<file path="config.mk">
export PLATFORM = sky130hd
export DESIGN_NAME = mips_instr_loader
export DESIGN_NICKNAME = d
export VERILOG_FILES = /design/src/rtl/mips_instr_loader.sv
export SDC_FILE = /design/constraint.sdc
export NUM_CORES = 1
export LEC_CHECK = 0
export CAP_MARGIN = 25
export CORE_MARGIN = 4
export CORE_UTILIZATION = 43
export DETAILED_ROUTE_END_ITERATION = 8
export GPL_ROUTABILITY_DRIVEN = 0
export PLACE_DENSITY_LB_ADDON = 0.05
export SLEW_MARGIN = 20
export SYNTH_ARGS = -nofsm -noshare
export SYNTH_HDL_FRONTEND = slang
export SYNTH_SLANG_ARGS = --single-unit
</file>
<file path="constraint.sdc">
create_clock -name clk -period 2.1 [get_ports clk]
set_clock_uncertainty 0.05 [all_clocks]
set_input_delay 0.315 -clock clk [delete_from_list [all_inputs] [get_ports clk]]
set_output_delay 0.315 -clock clk [all_outputs]
set_load 0.05 [all_outputs]
</file>
<file path="src/rtl/mips_instr_loader.sv">
// Packs MIPS instruction field bundles into 32-bit words and writes them
// sequentially into instruction memory starting at a programmable base address.
module mips_instr_loader #(
  parameter int AW = 6
) (
  input  logic          clk,
  input  logic          reset,
  input  logic          start,
  input  logic [AW-1:0] base_addr,
  input  logic          in_valid,
  output logic          in_ready,
  input  logic [3:0]    in_kind,
  input  logic [4:0]    in_rs,
  input  logic [4:0]    in_rt,
  input  logic [4:0]    in_rd,
  input  logic [4:0]    in_shamt,
  input  logic [5:0]    in_funct,
  input  logic [15:0]   in_imm,
  input  logic [25:0]   in_target,
  input  logic          in_last,
  input  logic          imem_stall,
  output logic          imem_we,
  output logic [AW-1:0] imem_addr,
  output logic [31:0]   imem_wdata,
  output logic [AW:0]   count,
  output logic          done,
  output logic          err,
  output logic          wrap
);

  // state | meaning
  // IDLE  | waiting for start after reset
  // LOAD  | in_ready high, waiting for a bundle
  // WRITE | imem_we high, waiting for a non-stalled cycle to commit
  // DONE  | session complete, done high until next start
  typedef enum logic [1:0] {IDLE, LOAD, WRITE, DONE} state_t;

  localparam logic [AW:0]   CNT_MAX = {1'b1, {AW{1'b0}}};
  localparam logic [AW-1:0] PTR_MAX = {AW{1'b1}};

  state_t        state;
  logic [AW-1:0] ptr;
  logic          last_q;
  logic [5:0]    op;
  logic          legal;
  logic [31:0]   enc;

  always_comb begin
    op    = 6'b000000;
    legal = 1'b1;
    case (in_kind)
      4'd0:    op = 6'b000000;
      4'd1:    op = 6'b100011;
      4'd2:    op = 6'b101011;
      4'd3:    op = 6'b000100;
      4'd4:    op = 6'b001000;
      4'd5:    op = 6'b000010;
      4'd6:    op = 6'b001101;
      4'd7:    op = 6'b000101;
      default: legal = 1'b0;
    endcase
    if (in_kind == 4'd0)
      enc = {op, in_rs, in_rt, in_rd, in_shamt, in_funct};
    else if (in_kind == 4'd5)
      enc = {op, in_target};
    else
      enc = {op, in_rs, in_rt, in_imm};
  end

  always_ff @(posedge clk or negedge reset) begin
    if (!reset) begin
      state      <= IDLE;
      ptr        <= '0;
      last_q     <= 1'b0;
      in_ready   <= 1'b0;
      imem_we    <= 1'b0;
      imem_addr  <= '0;
      imem_wdata <= '0;
      count      <= '0;
      done       <= 1'b0;
      err        <= 1'b0;
      wrap       <= 1'b0;
    end else begin
      case (state)
        IDLE, DONE: begin
          if (start) begin
            ptr      <= base_addr;
            count    <= '0;
            err      <= 1'b0;
            wrap     <= 1'b0;
            done     <= 1'b0;
            in_ready <= 1'b1;
            state    <= LOAD;
          end
        end
        LOAD: begin
          if (in_valid && in_ready) begin
            if (legal) begin
              imem_we    <= 1'b1;
              imem_addr  <= ptr;
              imem_wdata <= enc;
              last_q     <= in_last;
              in_ready   <= 1'b0;
              state      <= WRITE;
            end else begin
              // illegal bundle is consumed without a write
              err <= 1'b1;
              if (in_last) begin
                in_ready <= 1'b0;
                done     <= 1'b1;
                state    <= DONE;
              end
            end
          end
        end
        WRITE: begin
          if (!imem_stall) begin
            imem_we <= 1'b0;
            ptr     <= ptr + 1'b1;
            if (count != CNT_MAX)
              count <= count + 1'b1;
            if (ptr == PTR_MAX)
              wrap <= 1'b1;
            if (last_q) begin
              done  <= 1'b1;
              state <= DONE;
            end else begin
              in_ready <= 1'b1;
              state    <= LOAD;
            end
          end
        end
        default: state <= IDLE;
      endcase
    end
  end

endmodule
</file>
Word-level counts from Yosys, hierarchy flattened --
Index checks and enable logic that the tools add are counted.
Operators by class: add/sub/neg operators 2, eq/ne operators 23, multiplexer cells 42, reduce and logical (&&, ||, !) cells 17
Operators by type and width (number):
- $mux W26 | 2
- $pmux W6 S7 | 1
- $mux W7 | 3
- $mux W1 | 20
- $ne A2 B2 Y1 const B | 10
- $reduce_and A4 Y1 | 5
- $eq A4 B3 Y1 const B | 4
- $pmux W7 S2 | 1
- $mux W2 | 6
- $mux W6 | 2
- $pmux W6 S2 | 1
- $eq A4 B2 Y1 const B | 2
- $reduce_or A8 Y1 | 1
- $add A7 B1 Y7 const B | 1
- $ne A7 B7 Y1 const B | 1
- $add A6 B1 Y6 const B | 1
- $eq A6 B6 Y1 const B | 1
- $pmux W1 S2 | 3
- $pmux W1 S3 | 2
- $pmux W2 S3 | 1
- $reduce_and A3 Y1 | 2
- $reduce_and A6 Y1 | 1
- $reduce_bool A2 Y1 | 3
- $reduce_and A5 Y1 | 1
- 8 further kinds | 9
Word-level totals: bits in registers 59, input port bits 84, output and inout port bits 50

Logic depth before layout (Yosys ltp) --
Gate-level depths: netlist of the first run.
word-level depth 6, gate-level depth with buffers 9

Least setup slack after synthesis of the first run --
No wires, ideal clock.
kind reg2reg, start point reg count[1], end point reg count[6], library setup time 0.078 ns, data arrival time 1.662 ns, required time 1.972 ns, setup slack 0.310 ns, stages on the path, launching flop included 6, buffers on the path 0, clock period less this slack 1.790 ns, path through dfrtp_1 -> ha_1 -> and3_1 -> nand4_1 -> or3_1 -> a21oi_1
On the way: word-level cells in the longest chain between the ends 4, elaborated cells on any way between the ends 7
RTL lines:
- start: declaration | RTL line 25 | output logic [AW:0] count,
- start signal: assignment | RTL line 121 | count <= count + 1'b1;
- $add A7 B1 Y7 | RTL line 121
- $mux W7 | RTL line 120 | if (count != CNT_MAX)
- $mux W7 | RTL line 117 | if (!imem_stall) begin
- $pmux W7 S2 | RTL line 84 | case (state)
Parallel ways exist; a longest one is shown, timed or not. The select of a mux whose other input is x is not followed. A chain may end at the register's enable or synchronous reset.

Final worst setup path of the first run --
start point reg count[3], end point out count[3]
No word-level cell between the ends.

==> results of run 1 <==
[cells by family after synthesis]
| group | after synthesis | synth area share |
|---|---|---|
| AOI/OAI and AO/OA | 80 | 0.186 |
| xor gates and xnor gates | 4 | 0.0113 |
| adders and majority gates | 5 | 0.0202 |
| buffers and inverters | 27 | 0.0541 |
| DFF | 58 | 0.468 |
| muxes | 38 | 0.125 |
| other | 1 | 0.00121 |
| and+or+nand+nor | 80 | 0.134 |
[cell type report]
class | instances | area [sq um]
clock buffer | 15 | 196
clock inverter | 1 | 5.00
fill | 584 | 2150
inverter | 9 | 33.8
multi-input combinational | 208 | 1490
sequential | 58 | 1450
tap | 96 | 120
timing repair buffer | 146 | 1460
[tightest hold or removal path, stage by stage, from the launching register on]
cell and delay [ns]:
dfrtp_1 0.34, nand2_1 0.05, o21ai_0 0.06
[worst paths after layout]
kind / from / to / slack (ns)
worst min register to register: imem_wdata[24]$_DFFE_PN0P_ / imem_wdata[24]$_DFFE_PN0P_ / 0.43
worst min-delay path: imem_wdata[24]$_DFFE_PN0P_ / imem_wdata[24]$_DFFE_PN0P_ / 0.43
min in group asynchronous: reset / imem_we$_DFFE_PN0P_ / 0.48
worst max register to register: state[1]$_DFFE_PN0P_ / count[0]$_DFFE_PN0P_ / 0.19
worst max-delay path: count[3]$_DFFE_PN0P_ / count[3] / 0.15
max in group asynchronous: reset / imem_wdata[7]$_DFFE_PN0P_ / 1.25
[through the flow]
step	hold WS, ns	util	std cells	worst slack, ns	total power, mW
after floorplan	-0.0306	-	293	0.310	4.36
after global placement	0.298	0.658	516	0.0537	5.63
after detailed placement	0.304	0.658	516	0.0444	5.70
after CTS	0.434	0.689	533	0.129	6.74
after global routing	0.458	0.689	533	0.0783	7.09
final	0.429	0.689	533	0.149	6.68
[layout by cell type (no fill, tap or decap), types with 6 or more instances in the layout]
cell / count
o21ai_1: 8
o21ai_2: 10
a21oi_1: 14
clkdlybuf4s50_1: 131
a22oi_2: 10
mux2i_1: 31
buf_4: 10
nand2_1: 32
nand3_1: 8
clkbuf_8: 14
nor2_1: 13
dfrtp_1: 58
mux2_2: 7
a22oi_1: 6
o21ai_0: 18
inv_1: 9
[report_power, final]
group | switching (mW) | internal, mW | total (mW)
registers | 0.330 | 1.58 | 1.91
clock network | 0.420 | 0.589 | 1.01
logic | 2.34 | 1.42 | 3.76
[metal layers]
| metal | GRT usage | part of all wire | vias to the layer above |
|---|---|---|---|
| li1 | - | - | 1335 |
| met1 | 0.266 | 0.42 | 1296 |
| met2 | 0.321 | 0.50 | 107 |
| met3 | 0.0593 | 0.080 | 4 |
| met4 | 0.0611 | 0.0057 | 0 |
| met5 | 0 | 0 | - |
[state kept, by name (all words and copies together), names as in the netlist, 2 cells and up]
name,cells
ptr,6
state,2
imem_addr,6
count,7
imem_wdata,31
[timing repair]
item / in CTS / in global routing
setup endpoints to repair: 0 / 0
hold buffers: 1 / 0
hold endpoints to repair: 58 / 0
==> flow_summary.toml, run 1 <==
[run_status]
status = "finished clean"

[yosys]
synth_top_area_cell = "dfrtp_1"
synthTopCellsByCount = "58 x dfrtp_1, 32 x nand2_1, 31 x mux2i_1"
synth_cell_types = 45
synth_area_leaders = "dfrtp_1 47%, mux2i_1 10%, a22oi_2 4.0%"
synth_area_sq_um = 3100
syn_nets = 382
yosysSeqAreaShare = 0.468
synth_top_area_frac = 0.468
ys_seq_elements = 58
syn_inst = 293
synthArstFlopShare = 1.00
synth_ff_type = "dfrtp_1"
synth-edff-count = 0
synth_area_per_cell_sq_um = 10.6
yosys_warnings = 0
post-synth-top-count-cell = "dfrtp_1"

[route]
drt_iter0_markers = 96
routedWlPerCell_microns = 15.9
final_antenna_net_count = 0
via_per_inst = 5.14
post-route-drc-count = 0
vias = 2742
routed_wl_microns = 8450
first_pass_iters = 4

[timing]
post-route-min-period_ns = 1.95
setup_viol = 0
slew_headroom = 0.636
hold_viol = 0
clock.fmax_ghz = 0.513
rsz0062_at_grt = "false"
drv_slew = 0
timing.final.crit_share = 0.929
fin_setup_tns_ns = 0
tightest_slew_ns = 0.545

[grt]
grt_max_degree = 59
track_usage = 0.202
antenna_found_initial = 0
grt_pass1_wl_microns = 13700
grt_pass1_vias = 2788
overflow = 0

[cells_and_area]
n_antenna_cell = 0
area_delta_synth_final_pct = 53.3
layout-drive-gt1-share = 0.140
layout.nets = 521
design_area_sq_um = 4760

[floorplanning]
floorplan.initialDensity = 0.449
io_pins = 134
rows = 30
die_w_microns = 92.9
core_area_sq_um = 6910
dieArea_sq_um = 8640
fp.dieH_microns = 92.9

[clocking]
cts_tree = "built"
cts_sinks = 58
clkTransAtPathRegs_ns = 0.06
cts_buffer_depth = 2
cts_resized = 0
cts_max_level = 3
cts_buffers = 9
postCtsSetupRepairBufs = 0
clock_latency_ns = 0.32
cts_root_buf = "clkbuf_8"

[setup_path]
critical_path_class = "reg2out"
worst-path-stages = 1
cp_cell_sequence = "clkdlybuf4s50_1"
max_stage_delay_ns = 0.83
crit_slowest_cell = "clkdlybuf4s50_1"
ff2ff_path_depth = 5
crit_buf_inv = 1
crit_fanout = 5
cp-start-kind = "register"
arrival_ns = 1.59
cp_top_family = "buffers and inverters"
endpoint_kind = "output port"
required_ns = 1.74

[worst_hold_path]
holdPathStages = 2
hold_class = "reg2reg"

[place]
place_area_sq_um = 4540
place_hpwl_microns = 6290
port_buffers = 132

[power_and_ir_drop]
peakVddDrop_uv = 833
leakage_nw = 2.01
powerDensity_nw_per_um2 = 1410

[run]
cap_viol_max_count = 0
(Power assumes the default switching activity.)
==> run 2: changes to the inputs <==
--- a/config.mk
+++ b/config.mk
@@ -11,6 +11,7 @@
 export DETAILED_ROUTE_END_ITERATION = 8
 export GPL_ROUTABILITY_DRIVEN = 0
 export PLACE_DENSITY_LB_ADDON = 0.05
+export REMOVE_ABC_BUFFERS = 1
 export SLEW_MARGIN = 20
 export SYNTH_ARGS = -nofsm -noshare
 export SYNTH_HDL_FRONTEND = slang
==> flow_summary.toml, run 2 (synthesis results as in run 1) <==
[power_and_ir_drop]
powerDensity_nw_per_um2 = 1420
peakVddDrop_uv = 675
leakage_nw = 2.02

[route]
vias = 2748
drt_iter0_markers = 81
routedWlPerCell_microns = 15.9
via_per_inst = 5.14
routed_wl_microns = 8490
wl_met2_microns = 4210
post-route-drc-count = 0
routed.top_layer = "met4"
dr_wl_met3_microns = 881
wl_met1_microns = 3300
first_pass_iters = 4
final_antenna_net_count = 0

[cells_and_area]
final_common_cell = "clkdlybuf4s50_1"
area_delta_synth_final_pct = 53.8
design_area_sq_um = 4770
fin_util = 0.691
largest_register_ffs = 31
layout_common_cells = "130 x clkdlybuf4s50_1, 58 x dfrtp_1, 32 x nand2_1, 31 x mux2i_1, 18 x o21ai_0"
layout-drive-gt1-share = 0.148
fillerInstances = 565
regMostFlops = "imem_wdata"
biggestRegsByFlops = "imem_wdata (31), count (7)"
n_antenna_cell = 0
layout.nets = 523
finalNonFillerCells = 535

[floorplanning]
fp.dieH_microns = 92.9
dieArea_sq_um = 8640
io_pins = 134
rows = 30
die_w_microns = 92.9
core_area_sq_um = 6910
floorplan.initialDensity = 0.449

[setup_path]
crit_buf_inv = 1
crit_fanout = 5
endpoint_kind = "output port"
required_ns = 1.74
cp_top_family = "buffers and inverters"
cp-start-kind = "register"
crit_slowest_cell = "clkdlybuf4s50_1"
arrival_ns = 1.61
critical_path_class = "reg2out"
cp_cell_sequence = "clkdlybuf4s50_1"
max_stage_delay_ns = 0.83

[timing]
setup_viol = 0
rsz0062_at_grt = "false"
timing.final.crit_share = 0.938
hold_viol = 0
tightest_slew_ns = 0.559
clock.fmax_ghz = 0.508
drv_slew = 0
post-route-min-period_ns = 1.97
fin_worst_hold_slack_ns = 0.421
slew_headroom = 0.626

[clocking]
clkTransAtPathRegs_ns = 0.07
cts_sinks = 58
postCtsSetupRepairBufs = 0
cts_buffer_depth = 2
cts_root_buf = "clkbuf_8"
clock_latency_ns = 0.33
cts_max_level = 3
cts_buffers = 9
cts_tree = "built"

[grt]
grt_pass1_vias = 2908
antenna_found_initial = 0
grt_pass1_wl_microns = 13800
overflow = 0
grt_max_degree = 27
track_usage = 0.203

[run_status]
status = "finished clean"

[place]
port_buffers = 132
placed_cells = 518
place_hpwl_microns = 6510
place_area_sq_um = 4560

[worst_hold_path]
hold_class = "in2async"

[run]
cap_viol_max_count = 0
[run 2: per-stage QoR]
step	power (mW)	setup slack, ns	setup TNS, ns
5_1_grt	7.15	0.0911	0
3_3_place_gp	5.70	0.150	0
3_5_place_dp	5.73	0.118	0
2_1_floorplan	4.31	-1.50	-50.00
6_report	6.76	0.130	0
4_1_cts	6.83	0.120	0
[run 2: timing repair]
action / CTS / global route
resized for setup: 0 / 0
endpoints found under the hold margin: 19 / 0
hold buffers: 1 / 0
[run 2: metal layers]
| metal | GRT usage | up-vias |
|---|---|---|
| met5 | 0 | - |
| met4 | 0.0733 | 0 |
| met3 | 0.0820 | 8 |
| met2 | 0.343 | 106 |
| met1 | 0.232 | 1294 |
| li1 | - | 1340 |
[run 2: report_power, final]
part	total [mW]	internal, mW	switching [mW]
logic	3.80	1.43	2.37
registers	1.90	1.58	0.323
clock network	1.06	0.606	0.454
total	6.76	3.62	3.15
[run 2: path summary, 6_finish.rpt]
check                                      startpoint                          to  slack (ns)  depth (start not counted)
hold reg to reg            imem_wdata[31]$_DFFE_PN0P_  imem_wdata[31]$_DFFE_PN0P_        0.43                          2
min in group clk           imem_wdata[31]$_DFFE_PN0P_  imem_wdata[31]$_DFFE_PN0P_        0.43                          2
setup reg to reg                 state[1]$_DFFE_PN0P_        count[0]$_DFFE_PN0P_        0.23                          5
setup / recovery                 count[4]$_DFFE_PN0P_                    count[4]        0.13                          1
hold / removal                                  reset            done$_DFFE_PN0P_        0.42                          2
max in group asynchronous                       reset        count[3]$_DFFE_PN0P_        0.87                          3
[run 2: layout make-up]
class | instances | area [sq um] | share of cell area
clock inverter | 5 | 52.6 | 0.0110
multi-input combinational | 208 | 1490 | 0.312
clock buffer | 11 | 151 | 0.0317
tap | 96 | 120 | 0.0252
inverter | 9 | 33.8 | 0.00708
timing repair buffer | 148 | 1470 | 0.309
sequential | 58 | 1450 | 0.304
==> run 3: changes to the inputs <==
--- a/config.mk
+++ b/config.mk
@@ -6,13 +6,13 @@
 export NUM_CORES = 1
 export LEC_CHECK = 0
 export CAP_MARGIN = 25
-export CORE_MARGIN = 4
+export CORE_MARGIN = 1.5
 export CORE_UTILIZATION = 43
 export DETAILED_ROUTE_END_ITERATION = 8
 export GPL_ROUTABILITY_DRIVEN = 0
 export PLACE_DENSITY_LB_ADDON = 0.05
 export REMOVE_ABC_BUFFERS = 1
-export SLEW_MARGIN = 20
+export SLEW_MARGIN = 10
 export SYNTH_ARGS = -nofsm -noshare
 export SYNTH_HDL_FRONTEND = slang
 export SYNTH_SLANG_ARGS = --single-unit
==> flow_summary.toml, run 3 (synthesis results as in run 1) <==
[power_and_ir_drop]
peakVddDrop_uv = 776
combPwrFrac = 0.571
switching_share = 0.467
clkPwrFrac = 0.141
p_int_mw = 3.54
finalPower_mw = 6.64
leakage_nw = 2.01
powerDensity_nw_per_um2 = 1400
seqPwrFrac = 0.288
switching_power_mw = 3.10

[grt]
overflow = 0
grt_use_met3 = 0.0660
track_usage = 0.216
grt_max_degree = 39
antenna_found_initial = 0
top_usage_layer = "met2"
grt_util_met2 = 0.352
grt_pass1_wl_microns = 12700
grt_pass1_vias = 2705
grtUsageMet1 = 0.261

[cells_and_area]
regMostFlops = "imem_wdata"
layout_common_cells = "131 x clkdlybuf4s50_1, 58 x dfrtp_1, 32 x nand2_1, 31 x mux2i_1, 18 x o21ai_0"
layout-drive-gt1-share = 0.141
final_common_cell = "clkdlybuf4s50_1"
largest_register_ffs = 31
area_delta_synth_final_pct = 53.2
design_area_sq_um = 4750
n_antenna_cell = 0
biggestRegsByFlops = "imem_wdata (31), count (7)"
finalNonFillerCells = 535
layout.nets = 523

[clocking]
cts_tree = "built"
cts_sinks = 58
cts_buffers = 9
cts_max_level = 3
cts_buffer_depth = 2
clock_latency_ns = 0.33
cts_resized = 0
cts_root_buf = "clkbuf_8"
clkTransAtPathRegs_ns = 0.06

[route]
drt_iter0_markers = 105
post-route-drc-count = 0
final_antenna_net_count = 0
first_pass_iters = 4
routedWlPerCell_microns = 14.7
vias = 2716
via_per_inst = 5.08
routed_wl_microns = 7860

[floorplanning]
core_area_sq_um = 6870
fp.dieH_microns = 87.9
rows = 30
floorplan.initialDensity = 0.452
die_w_microns = 87.9
dieArea_sq_um = 7730
io_pins = 134

[timing]
drv_slew = 0
fin_setup_tns_ns = 0
timing.final.crit_share = 0.934
clock.fmax_ghz = 0.510
rsz0062_at_grt = "false"
setup_viol = 0
slew_headroom = 0.627
tightest_slew_ns = 0.557
fin_ws_ns = 0.139
hold_viol = 0
post-route-min-period_ns = 1.96

[place]
port_buffers = 132
place_area_sq_um = 4560
place_hpwl_microns = 5890
placed_cells = 518
pre_cts_slack_ns = 0.0571

[setup_path]
cp_cell_sequence = "clkdlybuf4s50_1"
arrival_ns = 1.60
required_ns = 1.74
crit_fanout = 5
endpoint_kind = "output port"
crit_slowest_cell = "clkdlybuf4s50_1"
cp_top_family = "buffers and inverters"
crit_buf_inv = 1
max_stage_delay_ns = 0.84
critical_path_class = "reg2out"
cp-start-kind = "register"

[run_status]
status = "finished clean"

[worst_hold_path]
hold_class = "in2async"

[run]
cap_viol_max_count = 0
==> run 3: cell count changes in the layout (fill, tap and decap cells not counted), sizes merged <==
cell	before	now
buf	17	16
clkinvlp	1	0
clkbuf	11	14
clkinv	3	2
bufinv	1	0
clkdlybuf4s50	130	131
==> run 3: routing by layer <==
layer  vias to the layer above  share of wire
met5                         -              0
met4                         0          0.024
met3                        17          0.066
met2                        92           0.48
met1                      1265           0.43
li1                       1342              -
==> run 3: stage by stage <==
step / util / hold WS [ns]
after floorplan: - / -0.0306
after global placement: 0.664 / 0.259
after detailed placement: 0.664 / 0.255
after CTS: 0.692 / 0.423
after global routing: 0.692 / 0.467
final: 0.692 / 0.423
==> run 3: worst paths after layout <==
check / startpoint / endpoint / slack [ns] / cells past startpoint
max in group asynchronous: reset / count[0]$_DFFE_PN0P_ / 1.02 / 3
min in group clk: imem_wdata[19]$_DFFE_PN0P_ / imem_wdata[19]$_DFFE_PN0P_ / 0.43 / 2
worst max register to register: state[0]$_DFFE_PN0P_ / count[0]$_DFFE_PN0P_ / 0.18 / 6
worst min-delay path: reset / imem_wdata[31]$_DFFE_PN0P_ / 0.42 / 2
worst max-delay path: count[4]$_DFFE_PN0P_ / count[4] / 0.14 / 1
worst min register to register: imem_wdata[19]$_DFFE_PN0P_ / imem_wdata[19]$_DFFE_PN0P_ / 0.43 / 2
==> run 3: worst reg2reg max path: stages, from the launching register on <==
cell,delay [ns]
dfrtp_1,0.35
inv_1,0.06
ha_1,0.37
or2_1,0.21
and3_1,0.42
a21oi_1,0.13
a41o_1,0.21
==> run 3: power groups by stage <==
| stage | sequential (mW) | combinational [mW] | clock [mW] |
|---|---|---|---|
| after floorplan | 3.19 | 1.12 | 0 |
| after global placement | 1.91 | 3.73 | 0 |
| after detailed placement | 1.92 | 3.79 | 0 |
| after CTS | 1.92 | 3.81 | 0.965 |
| after global routing | 1.97 | 4.05 | 1.01 |
| final | 1.91 | 3.79 | 0.938 |
==> run 3: layout make-up <==
class                           instances  area (sq um)
Timing Repair Buffer                  148          1480
Inverter                                9          33.8
Sequential cell                        58          1450
Clock buffer                           14           173
Fill cell                             539          2120
Tap cell                               96           120
Multi-Input combinational cell        208          1490
Clock inverter                          2          10.0
==> run 3: timing repair <==
item,CTS,global route
hold buffers,1,0
hold endpoints to repair,20,0
setup buffers,0,0
setup endpoints to repair,0,0
